File: config.mk
export PLATFORM = sky130hd
export DESIGN_NAME = io_bus_controller
export DESIGN_NICKNAME = d
export VERILOG_FILES = /design/src/rtl/io_map_pkg.sv /design/src/rtl/io_onehot_check.sv /design/src/rtl/io_bus_controller.sv
export SDC_FILE = /design/constraint.sdc
export NUM_CORES = 1
export LEC_CHECK = 0
export CORE_MARGIN = 5
export CORE_UTILIZATION = 42
export DETAILED_ROUTE_END_ITERATION = 6
export PLACE_DENSITY_LB_ADDON = 0.25
export SYNTH_ARGS = -nofsm -noshare
export SYNTH_HDL_FRONTEND = slang
export SYNTH_SLANG_ARGS = --single-unit
File: constraint.sdc
create_clock -name clk -period 3.65 [get_ports clk]
set_input_delay 0.73 -clock clk [delete_from_list [all_inputs] [get_ports clk]]
set_output_delay 0.73 -clock clk [all_outputs]
set_load 0.01 [all_outputs]
File: src/rtl/io_map_pkg.sv
// Shared IO page map: one-hot register bit positions and controller state encoding.
package io_map_pkg;

    localparam int unsigned NUM_IO_BITS = 20;

    // Bit index of each device register within the one-hot IO word address
    localparam int unsigned LEDS              = 0;
    localparam int unsigned UART_DAT          = 1;
    localparam int unsigned UART_CNTL         = 2;
    localparam int unsigned SSD1351_CNTL      = 3;
    localparam int unsigned SSD1351_CMD       = 4;
    localparam int unsigned SSD1351_DAT       = 5;
    localparam int unsigned SSD1351_DAT16     = 6;
    localparam int unsigned MAX7219_DAT       = 7;
    localparam int unsigned SDCARD            = 8;
    localparam int unsigned BUTTONS           = 9;
    localparam int unsigned FGA_CNTL          = 10;
    localparam int unsigned FGA_DAT           = 11;
    localparam int unsigned HW_CONFIG_RAM     = 17;
    localparam int unsigned HW_CONFIG_DEVICES = 18;
    localparam int unsigned HW_CONFIG_CPUINFO = 19;

    typedef enum logic [1:0] {
        ST_IDLE   = 2'd0,
        ST_WAIT   = 2'd1,
        ST_STROBE = 2'd2,
        ST_RESP   = 2'd3
    } io_state_e;

endpackage

File: src/rtl/io_onehot_check.sv
// Flags whether a select vector has exactly one bit set.
module io_onehot_check #(
    parameter int unsigned W = 20
) (
    input  logic [W-1:0] v,
    output logic         is_onehot
);

    // Nonzero and clearing the lowest set bit leaves nothing behind
    always_comb begin
        is_onehot = (v != '0) && ((v & (v - W'(1))) == '0);
    end

endmodule

File: src/rtl/io_bus_controller.sv
// Sequences CPU accesses to the one-hot IO page: validate, wait on device
// busy, issue a single strobe, return a one-cycle completion.
module io_bus_controller #(
    parameter int unsigned NUM_IO_BITS    = 20,
    parameter int unsigned TIMEOUT_CYCLES = 255,
    parameter int unsigned TIMEOUT_WIDTH  = 8
) (
    input  logic                   clk,
    input  logic                   reset,
    input  logic [NUM_IO_BITS-1:0] cpu_addr,
    input  logic                   cpu_rd,
    input  logic                   cpu_wr,
    input  logic [31:0]            cpu_wdata,
    output logic [31:0]            cpu_rdata,
    output logic                   cpu_busy,
    output logic                   cpu_done,
    output logic [NUM_IO_BITS-1:0] dev_sel,
    output logic                   dev_rd,
    output logic                   dev_wr,
    output logic [31:0]            dev_wdata,
    input  logic [31:0]            dev_rdata,
    input  logic [NUM_IO_BITS-1:0] dev_busy,
    input  logic                   err_clear,
    output logic                   err_illegal,
    output logic                   err_timeout
);

    import io_map_pkg::*;

    io_state_e                state_q;
    logic [NUM_IO_BITS-1:0]   sel_q;
    logic [NUM_IO_BITS-1:0]   dev_sel_q;
    logic                     op_wr_q;
    logic                     abort_q;
    logic                     busy_q;
    logic                     done_q;
    logic                     dev_rd_q;
    logic                     dev_wr_q;
    logic                     err_illegal_q;
    logic                     err_timeout_q;
    logic [TIMEOUT_WIDTH-1:0] wait_cnt_q;
    logic [TIMEOUT_WIDTH-1:0] wait_cnt_d;
    logic [31:0]              rdata_q;
    logic [31:0]              wdata_q;
    logic                     addr_onehot;
    logic                     req;
    logic                     req_legal;

    io_onehot_check #(
        .W (NUM_IO_BITS)
    ) u_onehot (
        .v         (cpu_addr),
        .is_onehot (addr_onehot)
    );

    assign req        = cpu_rd | cpu_wr;
    assign req_legal  = addr_onehot & ~(cpu_rd & cpu_wr);
    assign wait_cnt_d = wait_cnt_q + TIMEOUT_WIDTH'(1);

    // Access sequencer; every output comes straight from a register.
    // Illegal requests pass through WAIT for one cycle flagged as aborted,
    // so their completion lands two cycles after the request.
    always_ff @(posedge clk) begin
        if (reset) begin
            state_q       <= ST_IDLE;
            sel_q         <= '0;
            dev_sel_q     <= '0;
            op_wr_q       <= 1'b0;
            abort_q       <= 1'b0;
            busy_q        <= 1'b0;
            done_q        <= 1'b0;
            dev_rd_q      <= 1'b0;
            dev_wr_q      <= 1'b0;
            err_illegal_q <= 1'b0;
            err_timeout_q <= 1'b0;
            wait_cnt_q    <= '0;
            rdata_q       <= '0;
            wdata_q       <= '0;
        end else begin
            done_q    <= 1'b0;
            dev_rd_q  <= 1'b0;
            dev_wr_q  <= 1'b0;
            dev_sel_q <= '0;

            // Clear first so an error raised below in the same cycle wins
            if (err_clear) begin
                err_illegal_q <= 1'b0;
                err_timeout_q <= 1'b0;
            end

            case (state_q)
                ST_IDLE: begin
                    if (req) begin
                        sel_q      <= cpu_addr;
                        wdata_q    <= cpu_wdata;
                        op_wr_q    <= cpu_wr;
                        busy_q     <= 1'b1;
                        wait_cnt_q <= '0;
                        abort_q    <= ~req_legal;
                        state_q    <= ST_WAIT;
                        if (!req_legal) begin
                            err_illegal_q <= 1'b1;
                        end
                    end
                end
                ST_WAIT: begin
                    if (abort_q) begin
                        rdata_q <= '0;
                        done_q  <= 1'b1;
                        state_q <= ST_RESP;
                    end else if ((dev_busy & sel_q) == '0) begin
                        dev_sel_q <= sel_q;
                        dev_rd_q  <= ~op_wr_q;
                        dev_wr_q  <= op_wr_q;
                        state_q   <= ST_STROBE;
                    end else if (wait_cnt_d == TIMEOUT_WIDTH'(TIMEOUT_CYCLES)) begin
                        wait_cnt_q    <= wait_cnt_d;
                        err_timeout_q <= 1'b1;
                        rdata_q       <= '0;
                        done_q        <= 1'b1;
                        state_q       <= ST_RESP;
                    end else begin
                        wait_cnt_q <= wait_cnt_d;
                    end
                end
                ST_STROBE: begin
                    rdata_q <= op_wr_q ? 32'h0 : dev_rdata;
                    done_q  <= 1'b1;
                    state_q <= ST_RESP;
                end
                ST_RESP: begin
                    busy_q  <= 1'b0;
                    state_q <= ST_IDLE;
                end
                default: begin
                    state_q <= ST_IDLE;
                end
            endcase
        end
    end

    assign cpu_rdata   = rdata_q;
    assign cpu_busy    = busy_q;
    assign cpu_done    = done_q;
    assign dev_sel     = dev_sel_q;
    assign dev_rd      = dev_rd_q;
    assign dev_wr      = dev_wr_q;
    assign dev_wdata   = wdata_q;
    assign err_illegal = err_illegal_q;
    assign err_timeout = err_timeout_q;

endmodule
# ---- Word-level counts from Yosys, hierarchy flattened
# Index checks and enable logic that the tools add are counted.
dict set report word_totals {
  elab_cells 79
  in_bits 109
  ff_bits 122
}
dict set report classes {
  muxes 29
  n_reduce_logical 14
  n_bitwise 10
  n_eq_ne 10
  n_addsub 2
}
# cell count
set op_table {}
lappend op_table {{$mux W32} 4}
lappend op_table {{$pmux W32 S2} 1}
lappend op_table {{$and A20 B20 Y20} 2}
lappend op_table {{$logic_not A20 Y1} 2}
lappend op_table {{$mux W8} 3}
lappend op_table {{$reduce_bool A20 Y1} 1}
lappend op_table {{$sub A20 B1 Y20 const B} 1}
lappend op_table {{$pmux W8 S2} 1}
lappend op_table {{$mux W1} 13}
lappend op_table {{$add A8 B1 Y8 const B} 1}
lappend op_table {{$eq A8 B8 Y1 const B} 1}
lappend op_table {{$mux W2} 4}
lappend op_table {{$pmux W2 S4} 1}
lappend op_table {{$ne A2 B2 Y1 const B} 3}
lappend op_table {{$ne A3 B3 Y1 const B} 2}
lappend op_table {{$reduce_and A2 Y1} 3}
lappend op_table {{$reduce_bool A2 Y1} 3}
lappend op_table {{$not A1 Y1} 5}
lappend op_table {{$eq A2 B2 Y1 const B} 2}
lappend op_table {{$ne A4 B4 Y1 const B} 1}
lappend op_table {{$pmux W1 S2} 2}
lappend op_table {{$reduce_and A4 Y1} 1}
lappend op_table {{$reduce_or A4 Y1} 1}
lappend op_table {{$reduce_and A3 Y1} 1}
lappend op_table {{5 further kinds} 6}

# ---- Depth between registers and ports, before layout
# Gate-level depths: netlist of the first run.
dict set report depth {
  depth_word 8
  mapped_depth 10
  ltp_nobuf 8
}

# ---- Modules after synthesis
# Synthesis of the first run repeated with hierarchy kept, for this count alone.
dict set report hier_totals {
  cells_unflattened 640
  hier_area_um2 5377.7
}
# module instances area_per_inst_um2 seq_area_each_um2 cells_each
set by_module_without_submodules {}
lappend by_module_without_submodules {io_bus_controller 1 5073.6 2442.3 598}
lappend by_module_without_submodules {io_onehot_check 1 304.0 0.0 42}

# ---- Worst setup path before layout of the first run
# No wires, ideal clock.
dict set report synth_timing {
  path_type {in2reg}
  start {input cpu_addr[0]}
  end {register abort_q}
  t_required_ns 3.518
  arrival_ns 2.702
  setup_time_ns 0.132
  setup_slack_ns 0.816
  path_stages 7
  cell_sequence {or4_4 or4b_4 or3_1 a221oi_2 o211ai_1 o21ai_1 a21oi_1}
}
dict set report synth_between {
  elab_chain_cells 6
  elab_cells_between_ends 7
  cone_classes {1 x add/sub; 3 x bitwise; 3 x reduce/logical}
}
# item line
set synth_rtl {}
lappend synth_rtl {{start: declaration} io_bus_controller.sv:10} ;# input logic [NUM_IO_BITS-1:0] cpu_addr,
lappend synth_rtl {{$sub A20 B1 Y20} io_onehot_check.sv:11} ;# is_onehot = (v != '0) && ((v & (v - W'(1))) == '0);
lappend synth_rtl {{$and A20 B20 Y20} io_onehot_check.sv:11}
lappend synth_rtl {{$logic_not A20 Y1} io_onehot_check.sv:11}
lappend synth_rtl {{$logic_and A1 B1 Y1 (*)} io_onehot_check.sv:11}
lappend synth_rtl {{$and A1 B1 Y1 (*)} io_bus_controller.sv:57} ;# assign req_legal = addr_onehot & ~(cpu_rd & cpu_wr);
lappend synth_rtl {{$not A1 Y1 (*)} io_bus_controller.sv:99} ;# abort_q <= ~req_legal;
lappend synth_rtl {{end signal: assignment} io_bus_controller.sv:99}
lappend synth_rtl {{end: declaration} io_bus_controller.sv:34} ;# logic abort_q;
# Every way passes the cells marked *; elsewhere a longest branch is shown, timed or not.
# A chain may end at the register's enable or synchronous reset.

# ---- Final worst setup path of the first run
dict set report layout_timing {
  start {input cpu_addr[1]}
  end {register abort_q}
}
# Same word-level chain as after synthesis.

==> key figures, run 1 <==
Outcome
  • Run status: finished clean

Clock network
  • H-tree Lvls: 4
  • Clock Latency Late Sink: roughly 510 ps
  • CTS max path bufs: 2
  • Number of buffers created by CTS: 17
  • Clk root buf: clkbuf_8
  • CTS Hold Bufs: 0
  • CTS sink cnt: 122
  • # resized after CTS: 0
  • Postcts setup bufs: 0
  • Clock tree from TritonCTS: yes
  • Clock Pin Slew Worst Setup and Hold Paths: 60 ps

Route
  • Avg WL per Cell: 16.0 um
  • Vias: around 4.3k
  • Antenna viol nets, final: 0
  • Vias/cell: 5.05
  • DRT iter0 DRCs: between 200 and 250
  • First-pass iteration count of the detailed router: 4
  • Remaining DRCs: 0
  • Drt total wl: 13600 um

Setup path
  • R2R depth: 9
  • Worst Path Class, Setup: input pin to flip-flop
  • R2R Path End: cpu_rdata[21]
  • CP startpoint kind: input pin
  • Req. time, crit path: 4020 ps
  • Critical Path End Type: flip-flop
  • CP arrival: 3300 ps
  • RR Startpoint: wait_cnt_q[0]
  • Reg2Reg Setup Slack: 840 ps
  • Worst Path Max Fanout: 5

Layout
  • Layout area overhead: 60.9%
  • ANT cells: 0
  • Nets@finish: about 810
  • Finished Layout Cells: 851
  • Layout cell share with drive strength beyond 1: 0.0745
  • Filler Cell Count: between 800 and 900
  • Util after Layout: 0.684

GRT
  • Global-route wire length before repair: around 22000 um
  • Gr busiest metal: met2
  • Total grt overflow: 0
  • Vias in the first global route: between 4k and 5k
  • Met1 usage: 0.242
  • Met2 usage: 0.356
  • Largest net degree at the start of global routing: 40
  • GR Layer Usage met3: 0.0835
  • GR Util All Layers: 0.211
  • Initial antenna violation count: 0

Yosys
  • Primary FF master, synth: dfxtp_1
  • Post-synthesis cell type count: 53
  • Syn Inst Count: 504
  • Top post-synthesis cells by count: dfxtp_1, nand2_1, a21oi_1, a22o_1, clkbuf_1
  • Synth top area cells: dfxtp_1, nand2_1, a21oi_1, a22o_1, and2_1
  • Syn Area/Cell: 9.06 um^2
  • Post-synth top area cell: dfxtp_1
  • Post-synthesis sequential area ratio: 0.535
  • Ys async rst share: 0
  • YS warnings: 0
  • Post-synth EDFFs: 0
  • Mapped Nets: between 600 and 700
  • Yosys top cell area share: 0.535
  • Synth Cell Area: 0.00457 mm^2
  • Synthesized flop and latch total: around 120

Min path
  • Hold endpoint: dev_wdata[30]
  • HP Start: dev_wdata[30]
  • Worst hold stages: 2
  • Worst Hold Class: flip-flop to flip-flop

Placement
  • PortBufs: ~200
  • Detailed placement HPWL: 9750 um
  • Final GP Congestion: 0.886
  • Cells after DPL: 820

STA
  • Max Clk Rate: around 340 MHz
  • Hold_ws: 455 ps
  • Final worst path period share: 0.801
  • # setup viols final: 0
  • Worst-Margin Slew: 561 ps
  • RSZ-0062 raised after global routing: false
  • Setup TNS: 0 ps
  • Fin. Hold Viols: 0
  • Post-layout minimum cycle time: slightly below 3000 ps
  • Worst clock skew: 6.48 ps
  • Slew Limit Fails: 0
  • Slew headroom: 0.625

Floorplanning
  • Die Y: 114 um
  • Die Footprint: 0.0131 mm^2
  • I/O Pins: 199
  • Starting density of the core: 0.425
  • Die W: 114 um
  • FP Rows: 38
  • CORE AREA: 0.0107 mm^2

Power and ir drop
  • Power Total: 4700 uW
  • P_leak: around 0.0028 uW
  • Worst VDD drop: 0.000392 V
  • Pwr dens: 640 mW/mm^2

Run
  • Max Cap Violations: 0
-- cell usage in the layout (no fill, tap or decap), types with 3 or more instances in the layout --
cell	instances
clkbuf_8	4
clkdlybuf4s50_1	197
a21oi_1	60
nand2_1	122
and2_1	23
nor2_1	8
dfxtp_1	122
nand3_1	7
bufinv_16	4
or2_2	3
inv_1	7
a22o_1	34
ha_1	6
buf_4	8
a211o_1	3
clkbuf_16	16
nor3_1	7
xnor2_1	3
or3_1	3
a22oi_1	8
nor3b_1	3
clkinvlp_4	4
nor2b_1	4
o211ai_1	3
-- layer usage --
metal / wire, um / vias to the layer above
li1: - / 2151
met1: 5580 / 1968
met2: 6630 / 153
met3: 1130 / 22
met4: 286 / 0
met5: 0 / -
-- final cells by class --
type                       instances  area [um^2]  area share
clock buffer                      20          455      0.0620
clock inverter                    11          169      0.0230
inverter                           7         26.3     0.00358
multi-input combinational        344         2020       0.275
sequential                       122         2440       0.333
tap                              140          175      0.0239
timing repair buffer             207         2060       0.280
-- registers in the layout, summed over array words and instances, names as in the netlist --
signal	count
dev_sel	20
abort_q	1
op_wr_q	1
err_illegal	1
cpu_busy	1
dev_wdata	32
state_q	2
err_timeout	1
cpu_done	1
sel_q	20
wait_cnt_q	8
cpu_rdata	32
dev_wr	1
dev_rd	1
-- stage by stage --
stage	area, um^2	setup slack, ps
after CTS	7340	736
after global routing	7340	613
after global placement	6720	231
after detailed placement	6720	190
final	7340	728
after floorplan	4570	816
-- power breakdown --
group / internal [uW] / switching [uW] / total (uW)
registers: 1550 / 142 / 1690
logic: 615 / 650 / 1270
clock network: 1160 / 586 / 1740
-- cell families after synthesis --
kind of cell | count (synthesis) | synth area share
adder cells (fa/ha/maj) | 8 | 0.0208
flip-flops | 122 | 0.535
AND/OR/NAND/NOR | 199 | 0.205
multiplexers | 2 | 0.00466
buffers and inverters | 38 | 0.0321
XOR/XNOR | 3 | 0.00576
AO/OA/AOI/OAI | 132 | 0.197
-- worst max-delay path, stage by stage --
cell             delay, ps
clkdlybuf4s50_1        480
or4_4                  570
or4b_4                 550
or3_1                  370
a221oi_2               210
o211ai_1               120
o21ai_1                190
a21oi_1                 90
-- worst max-delay path by stage --
| stage | start | end | slack [ps] | cells after the start |
|---|---|---|---|---|
| floorplan | cpu_addr[0] | abort_q | 820 | 7 |
| global placement | cpu_addr[1] | err_illegal | 230 | 8 |
| detailed placement | cpu_addr[1] | abort_q | 190 | 8 |
| CTS | cpu_addr[1] | abort_q | 740 | 8 |
| global route | cpu_addr[1] | abort_q | 610 | 8 |
| finish | cpu_addr[1] | abort_q | 730 | 8 |
Note: power is estimated with default switching activity, not from simulation.
==> run 2: changes to the inputs <==
- clock period: 3.65 -> 2.9 ns (I/O delays scaled with it)
==> run 2 against run 1 <==
Net effect:
- utilization grew 1.7 points
- clock skew fell by 1.7 ps
- first-iteration DRC count increased by 22%
- clock-buffer cell count is 2 lower
- wire length up 2.0%
- largest cell class unchanged
- highest routed layer unchanged
==> key figures, run 2 (synthesis results as in run 1) <==
Clock network
  • H-tree Lvls: 4 (unchanged)
  • Postcts setup bufs: 0 (unchanged)
  • Clk root buf: clkbuf_8
  • Clock tree from TritonCTS: yes
  • Clock Pin Slew Worst Setup and Hold Paths: 60 ps (about the same)
  • Number of buffers created by CTS: 17 (unchanged)
  • CTS sink cnt: 122 (unchanged)
  • # resized after CTS: 0 (unchanged)
  • Clock Latency Late Sink: 510 ps (about the same)
  • CTS max path bufs: 2 (unchanged)
  • CTS Hold Bufs: 0 (unchanged)

Floorplanning
  • FP Rows: 38 (unchanged)
  • CORE AREA: 0.0107 mm^2 (unchanged)
  • Starting density of the core: 0.425 (unchanged)
  • Die W: 114 um (unchanged)
  • I/O Pins: 199 (unchanged)
  • Die Y: 114 um (unchanged)
  • Die Footprint: 0.0131 mm^2 (unchanged)

Setup path
  • CP startpoint kind: input pin
  • Crit. Startpoint: cpu_addr[0]
  • CP arrival: 3040 ps (-260 ps)
  • RR Startpoint: wait_cnt_q[0]
  • Reg2Reg Setup Slack: 270 ps (-570 ps)
  • Critical Path End Type: flip-flop
  • R2R Path End: cpu_rdata[0]
  • Worst Path Max Fanout: 2 (-3)
  • R2R depth: 9 (unchanged)
  • Req. time, crit path: 3280 ps (-740 ps)
  • Worst Path Class, Setup: input pin to flip-flop

GRT
  • Largest net degree at the start of global routing: 37 (-7.5%)
  • Global-route wire length before repair: 22300 um (+1.9%)
  • Initial antenna violation count: 0 (unchanged)
  • Vias in the first global route: 4579 (+3.4%)
  • Total grt overflow: 0 (unchanged)
  • GR Util All Layers: 0.214 (+0.00327)

STA
  • RSZ-0062 raised after global routing: false
  • Fin. Hold Viols: 0 (unchanged)
  • Worst-Margin Slew: 464 ps (-96.9 ps)
  • Slew headroom: 0.683 (+0.0574)
  • Max Clk Rate: 376 MHz
  • # setup viols final: 0 (unchanged)
  • Worst clock skew: 4.79 ps (-1.69 ps)
  • Hold_ws: 339 ps (-116 ps)
  • Post-layout minimum cycle time: 2660 ps
  • Final worst path period share: 0.916
  • Slew Limit Fails: 0 (unchanged)

Min path
  • HP Start: reset
  • Worst Hold Class: input pin to flip-flop
  • Worst hold stages: 2 (unchanged)
  • Hold endpoint: err_timeout

Outcome
  • Run status: finished clean

Run
  • Max Cap Violations: 0 (unchanged)

Layout
  • Most common cell after layout, fill and taps aside: clkdlybuf4s50_1
  • Nets@finish: 831 (+2.1%)
  • Filler Cell Count: 792 (-6.7%)
  • ANT cells: 0 (unchanged)
  • Commonest cells after routing, fill and taps aside: clkdlybuf4s50_1, nand2_1, dfxtp_1
  • Finished Layout Cells: 869 (+2.1%)
  • Layout cell share with drive strength beyond 1: 0.0974 (+0.0229)
  • Layout area overhead: 65.0%

Power and ir drop
  • Worst VDD drop: 0.000567 V (+45%)
  • Pwr dens: 809 mW/mm^2 (+26%)
  • P_leak: 0.00290 uW (+3.8%)

Route
  • DRT iter0 DRCs: 290 (+22%)
  • Antenna viol nets, final: 0 (unchanged)
  • First-pass iteration count of the detailed router: 4 (unchanged)
  • Vias/cell: 5.14 (+2.0%)
  • Avg WL per Cell: 16.0 um (about the same)
  • Vias: 4471 (+4.1%)
  • Remaining DRCs: 0 (unchanged)
  • Drt total wl: 13900 um (+2.0%)

Placement
  • Detailed placement HPWL: 9930 um (+1.9%)
  • PortBufs: 198 (unchanged)
  • Cells after DPL: 837 (+2.1%)
  • Final GP Congestion: 0.879 (-0.78%)
run 2: worst max-delay path by stage:
stage	cells past startpoint	slack [ps]	endpoint
finish	8	240	abort_q
CTS	8	250	err_illegal
detailed placement	8	-300	abort_q
global placement	8	-270	err_illegal
global route	9	50	abort_q
floorplan	7	220	abort_q
run 2: layout make-up:
type,count,area [um^2],area share
inverter,7,26.3,0.00349
clock buffer,18,428,0.0568
timing repair buffer,224,2220,0.295
multi-input combinational,344,2020,0.268
sequential,122,2440,0.324
clock inverter,14,219,0.0291
tap,140,175,0.0233
run 2: critical path, stage by stage:
cell and delay (ps):
clkdlybuf4s50_1 420, or4_4 540, or4b_4 540, or3_1 370
a221oi_2 210, o211ai_1 110, o21ai_1 180, a21oi_1 80
run 2: per-layer routing:
layer / vias up / part of all wire / track usage
li1: 2187 / - / -
met3: 18 / 0.087 / 0.0835
met1: 2100 / 0.39 / 0.239
met4: 0 / 0.018 / 0.0744
met2: 166 / 0.50 / 0.372
met5: - / 0 / 0
run 2: through the flow:
step           cell area, um^2  power, uW   util  setup WS (ps)  setup TNS, ps
2_1_floorplan             4570       2940      -            216              0
3_3_place_gp              6890       3780  0.641           -273           -545
3_5_place_dp              6890       3840  0.641           -300           -593
4_1_cts                   7530       6150  0.701            253              0
5_1_grt                   7530       6400  0.701           47.0              0
6_report                  7530       6090  0.701            242              0
run 2: power by group:
group	total, uW	leakage, uW	internal [uW]	switching, uW
Combinational	1690	0.00159	846	840
Sequential	2130	0.000995	1950	173
Clock	2280	0.000312	1510	771
==> RTL edit 1, RTL diff (settings of run 1) <==
`NUM_IO_BITS` is set to 20 in 2 places; all go to 10.
--- a/src/rtl/io_map_pkg.sv
+++ b/src/rtl/io_map_pkg.sv
@@ -1,7 +1,7 @@
 // Shared IO page map: one-hot register bit positions and controller state encoding.
 package io_map_pkg;
 
-    localparam int unsigned NUM_IO_BITS = 20;
+    localparam int unsigned NUM_IO_BITS = 10;
 
     // Bit index of each device register within the one-hot IO word address
     localparam int unsigned LEDS              = 0;
--- a/src/rtl/io_bus_controller.sv
+++ b/src/rtl/io_bus_controller.sv
@@ -1,7 +1,7 @@
 // Sequences CPU accesses to the one-hot IO page: validate, wait on device
 // busy, issue a single strobe, return a one-cycle completion.
 module io_bus_controller #(
-    parameter int unsigned NUM_IO_BITS    = 20,
+    parameter int unsigned NUM_IO_BITS    = 10,
     parameter int unsigned TIMEOUT_CYCLES = 255,
     parameter int unsigned TIMEOUT_WIDTH  = 8
 ) (
Interface: changed (resized cpu_addr, dev_busy and dev_sel); port bits go from 199 to 169. The function was not compared with the original's and may differ.
==> RTL edit 1 against run 1 <==
Wire length is 16% lower; worst setup slack improved by 0.48 ns; power fell by 26%; synthesized cell count down 3.6%; first-iteration DRC count fell by 37%; synthesized area down 7.6%; global-route usage shrank 2.2 points; sequential cell count shrank 20; clock skew increased by 0.0049 ns; critical path depth fell by 2; sequential power shrank 20%; final area fell by 15%; critical endpoint is now dev_sel[6].
==> RTL edit 1: results (changes against run 1) <==
Outcome -> finished clean
Worst-case reg-to-reg path depth -> 7 (-2)
Layout cell share with drive strength beyond 1 -> 5.40% (-2.1 points)
Vias in the first global route -> 3,755 (-15%)
CP startpoint -> dev_busy[5]
Adder-cell area share of the yosys netlist -> 2.02% (-0.066 points)
RePlAce Congestion -> 0.794 (-10%)
Compound-Gate Fraction of Synth Area -> 12.4% (-7.3 points)
Maximum number of pins on one net before global-route repair -> 46 (+15%)
Average vias per placed instance -> 4.88 (-3.2%)
Starting DRT DRC Count -> 150 (-37%)
# fillers -> 847 (-0.24%)
Global-route track usage on met3 -> 5.36% (-3.0 points)
Post-Syn Instances -> 486 (-3.6%)
Synth cell types -> 47 (-11%)
Synth Area in XOR/XNOR -> 1.04% (+0.46 points)
Gr usage total -> 18.9% (-2.2 points)
Setup crit end -> dev_sel[6]
Routed wl met2 -> 5.81 mm (-12%)
Max H-tree Level -> 3 (-1)
Most frequent cells after synthesis -> 128 x nand2_1, 102 x dfxtp_1, 50 x a21oi_1, 40 x nand2b_1, 33 x mux2i_1
First-pass GRT wire length -> 18.2 mm (-17%)
Leakage -> 2.25 nW (-19%)
Syn nets -> 581 (-6.1%)
Met3 wire length -> 828 um (-26%)
Seq/Total Area, Yosys -> 48.4% (-5.1 points)
DP Worst Slack -> 0.802 ns (+0.613 ns)
DP Cell Count -> 765 (-6.7%)
Routed len/inst -> 14.6 um (-9.0%)
Clock-pin slew on the worst setup and hold paths -> 0.10 ns (+0.04 ns)
Met1 WL -> 4.59 mm (-18%)
Max incr delay on CP -> 0.68 ns (+0.11 ns)
Flop2flop setup slack -> 1.54 ns (+0.70 ns)
Post-route setup slack -> 1.21 ns (+0.482 ns)
Hold EP -> dev_wdata[9]
Placed inst area -> 5990 um2 (-11%)
Hold Crit Start -> dev_wdata[9]
Arrival time worst endpoint -> 2.75 ns (-0.55 ns)
Final #Nets -> 738 (-9.3%)
-- RTL edit 1: cell count changes after synthesis, moves of 3 or more --
cell and delta:
a211o_1 -3, nor3b_1 -4, dfxtp_1 -20, buf_6 +3, o21ai_0 +4, clkbuf_1 -4, a21oi_1 -11, a22o_1 -34
mux2i_1 +32, a31oi_1 +3, and2_1 -10, nand2b_1 +38, nand2_1 +6
-- RTL edit 1: cell families (layout without fill, tap and decap cells) --
group	after synthesis	after routing
AOI/OAI and AO/OA	85	85
xor gates and xnor gates	5	5
adders and majority gates	7	7
buffers and inverters	35	197
DFF	102	102
muxes	33	33
and+or+nand+nor	219	219
-- RTL edit 1: through the flow --
| step | util [%] | power, mW | hold WS [ns] |
|---|---|---|---|
| 2_1_floorplan | - | 2.24 | 0.440 |
| 3_3_place_gp | 61.3 | 2.68 | 0.441 |
| 3_5_place_dp | 61.3 | 2.71 | 0.446 |
| 4_1_cts | 63.6 | 3.49 | 0.460 |
| 5_1_grt | 63.6 | 3.69 | 0.475 |
| 6_report | 63.6 | 3.46 | 0.458 |
-- RTL edit 1: area by class of cell --
class / instances / area, um2 / area share (%)
timing repair buffer: 174 / 1720 / 27.7
multi-input combinational: 349 / 2040 / 32.8
clock buffer: 9 / 124 / 1.99
tap: 133 / 166 / 2.68
inverter: 7 / 26.3 / 0.423
clock inverter: 7 / 97.6 / 1.57
sequential: 102 / 2040 / 32.9
-- RTL edit 1: power by group --
part,switching (mW),internal (mW)
sequential,0.0926,1.27
combinational,0.709,0.604
clock,0.397,0.389
-- RTL edit 1: worst register-to-register path, stage by stage, from the launching register on --
cell	delay (ns)
dfxtp_1	0.36
ha_1	0.26
nor2b_1	0.14
nand4_1	0.12
o21ai_2	0.27
o21a_2	0.16
buf_4	0.44
mux2i_1	0.29
==> RTL edit 2, RTL diff (settings of run 1) <==
Without the edit above. Put one more register stage on the output `dev_wdata`, cleared by the reset. The value now appears one clock later. The other outputs are not delayed to match.
--- a/src/rtl/io_bus_controller.sv
+++ b/src/rtl/io_bus_controller.sv
@@ -145,7 +145,13 @@
     assign dev_sel     = dev_sel_q;
     assign dev_rd      = dev_rd_q;
     assign dev_wr      = dev_wr_q;
-    assign dev_wdata   = wdata_q;
+    always_ff @(posedge clk) begin
+        if (reset) begin
+            dev_wdata <= '0;
+        end else begin
+            dev_wdata <= wdata_q;
+        end
+    end
     assign err_illegal = err_illegal_q;
     assign err_timeout = err_timeout_q;
 
Check against the original RTL: not equivalent (a bounded check fails within 4 cycles, from zero or initial values and one cycle with reset high).
==> RTL edit 2 against run 1 <==
Wire length increased by 18%; hold slack got worse by 0.0061 ns; power increased by 6.0%; worst setup slack improved by 0.14 ns; synthesized area increased by 30%; critical path depth decreased by 1; via count increased by 19%; register-to-register slack improved by 0.62 ns; sequential power increased by 22%; final area increased by 17%; final cell count increased by 21%; sequential cell count increased by 32; die area increased by 27%; global-route usage decreased by 1.9 points; critical endpoint unchanged.
==> RTL edit 2: results (changes against run 1) <==
Placed inst area -> 8040 um2 (+20%)
Gr usage total -> 19.2% (-1.9 points)
Global-route track usage on met3 -> 6.19% (-2.2 points)
Compound-Gate Fraction of Synth Area -> 11.9% (-7.7 points)
Worst reg2reg startpoint -> sel_q[12]
First-pass GRT wire length -> 25.2 mm (+15%)
DP Worst Slack -> 0.559 ns (+0.370 ns)
Synth Area in XOR/XNOR -> 0.296% (-0.28 points)
R2r endpoint -> cpu_rdata[23]
Flop2flop setup slack -> 1.46 ns (+0.62 ns)
DP Wirelength -> 11.8 mm (+21%)
# fillers -> 1,116 (+31%)
Routed wl met2 -> 7.84 mm (+18%)
Arrival time worst endpoint -> 3.03 ns (-0.27 ns)
Hold Slack -> 0.449 ns (-0.00612 ns)
Register area -> 3080 um2 (+26%)
Most frequent cells after synthesis -> 154 x dfxtp_1, 150 x nand2_1, 60 x a21oi_1, 37 x nor2b_1, 34 x nand2b_1
Switching share of power -> 29.9% (+0.60 points)
Max incr delay on CP -> 0.62 ns (+0.05 ns)
Combinational power share -> 25.8% (-1.1 points)
Max H-tree Level -> 4 (unchanged)
Leakage -> 3.28 nW (+18%)
Met2 Use GR -> 32.7% (-2.9 points)
Sw power -> 1.49 mW (+8.2%)
RePlAce Congestion -> 0.871 (-1.6%)
Clock Skews -> 0.00624 ns (-0.000243 ns)
Vias in the first global route -> 5,073 (+15%)
CP startpoint -> cpu_addr[7]
Max IR drop VDD -> 0.000326 V (-17%)
Met3 wire length -> 1.15 mm (+2.0%)
Met1 WL -> 6.74 mm (+21%)
Worst-case reg-to-reg path depth -> 7 (-2)
Slew headroom -> 46.2% (-16 points)
Maximum number of pins on one net before global-route repair -> 86 (+110%)
DP Cell Count -> 996 (+21%)
Root Driver -> clkbuf_16
Mux contribution to synthesized area -> 5.78% (+5.3 points)
Post-route setup slack -> 0.872 ns (+0.144 ns)
Final #Nets -> 950 (+17%)
Mean Syn Cell Area -> 9.15 um2 (+0.97%)
Seq. pwr -> 2.06 mW (+22%)
Seq/Total Area, Yosys -> 52.0% (-1.5 points)
Outcome -> finished clean
Clk Latency, worst-skew pair -> 0.41 ns (-0.10 ns)
Hold EP -> wdata_q[23]
Top cells by area, synth -> dfxtp_1 52%, nand2_1 9.5%, mux2i_1 5.4%
Slowest CP cell -> nor4_1
Starting DRT DRC Count -> 230 (-3.4%)
Average vias per placed instance -> 4.97 (-1.4%)
Layout cell share with drive strength beyond 1 -> 6.84% (-0.61 points)
-- RTL edit 2: changes by cell type after synthesis, sizes merged, moves of 4 or more --
| cell | change |
|---|---|
| nand2b | +32 |
| nand3 | +10 |
| dfxtp | +32 |
| clkbuf | +4 |
| or3 | +4 |
| nor2b | +32 |
| o21ai | +7 |
| mux2i | +31 |
| nand2 | +28 |
| a22o | -31 |
| a31oi | +4 |
-- RTL edit 2: kinds of logic (layout without fill, tap and decap cells) --
family          after synthesis  after routing
compound gates              110            110
xor+xnor                      2              2
fa+ha+maj                     6              6
buf+inv                      43            243
flops                       154            154
mux                          34             34
simple gates                299            299
-- RTL edit 2: final cells by class --
| cell class | instances | share of cell area (%) |
|---|---|---|
| clock inverters | 10 | 1.08 |
| repair buffers | 206 | 24.0 |
| multi-input cells | 451 | 30.8 |
| well taps | 180 | 2.62 |
| flip-flops and latches | 154 | 35.9 |
| inverters | 5 | 0.218 |
| clock buffers | 22 | 5.40 |
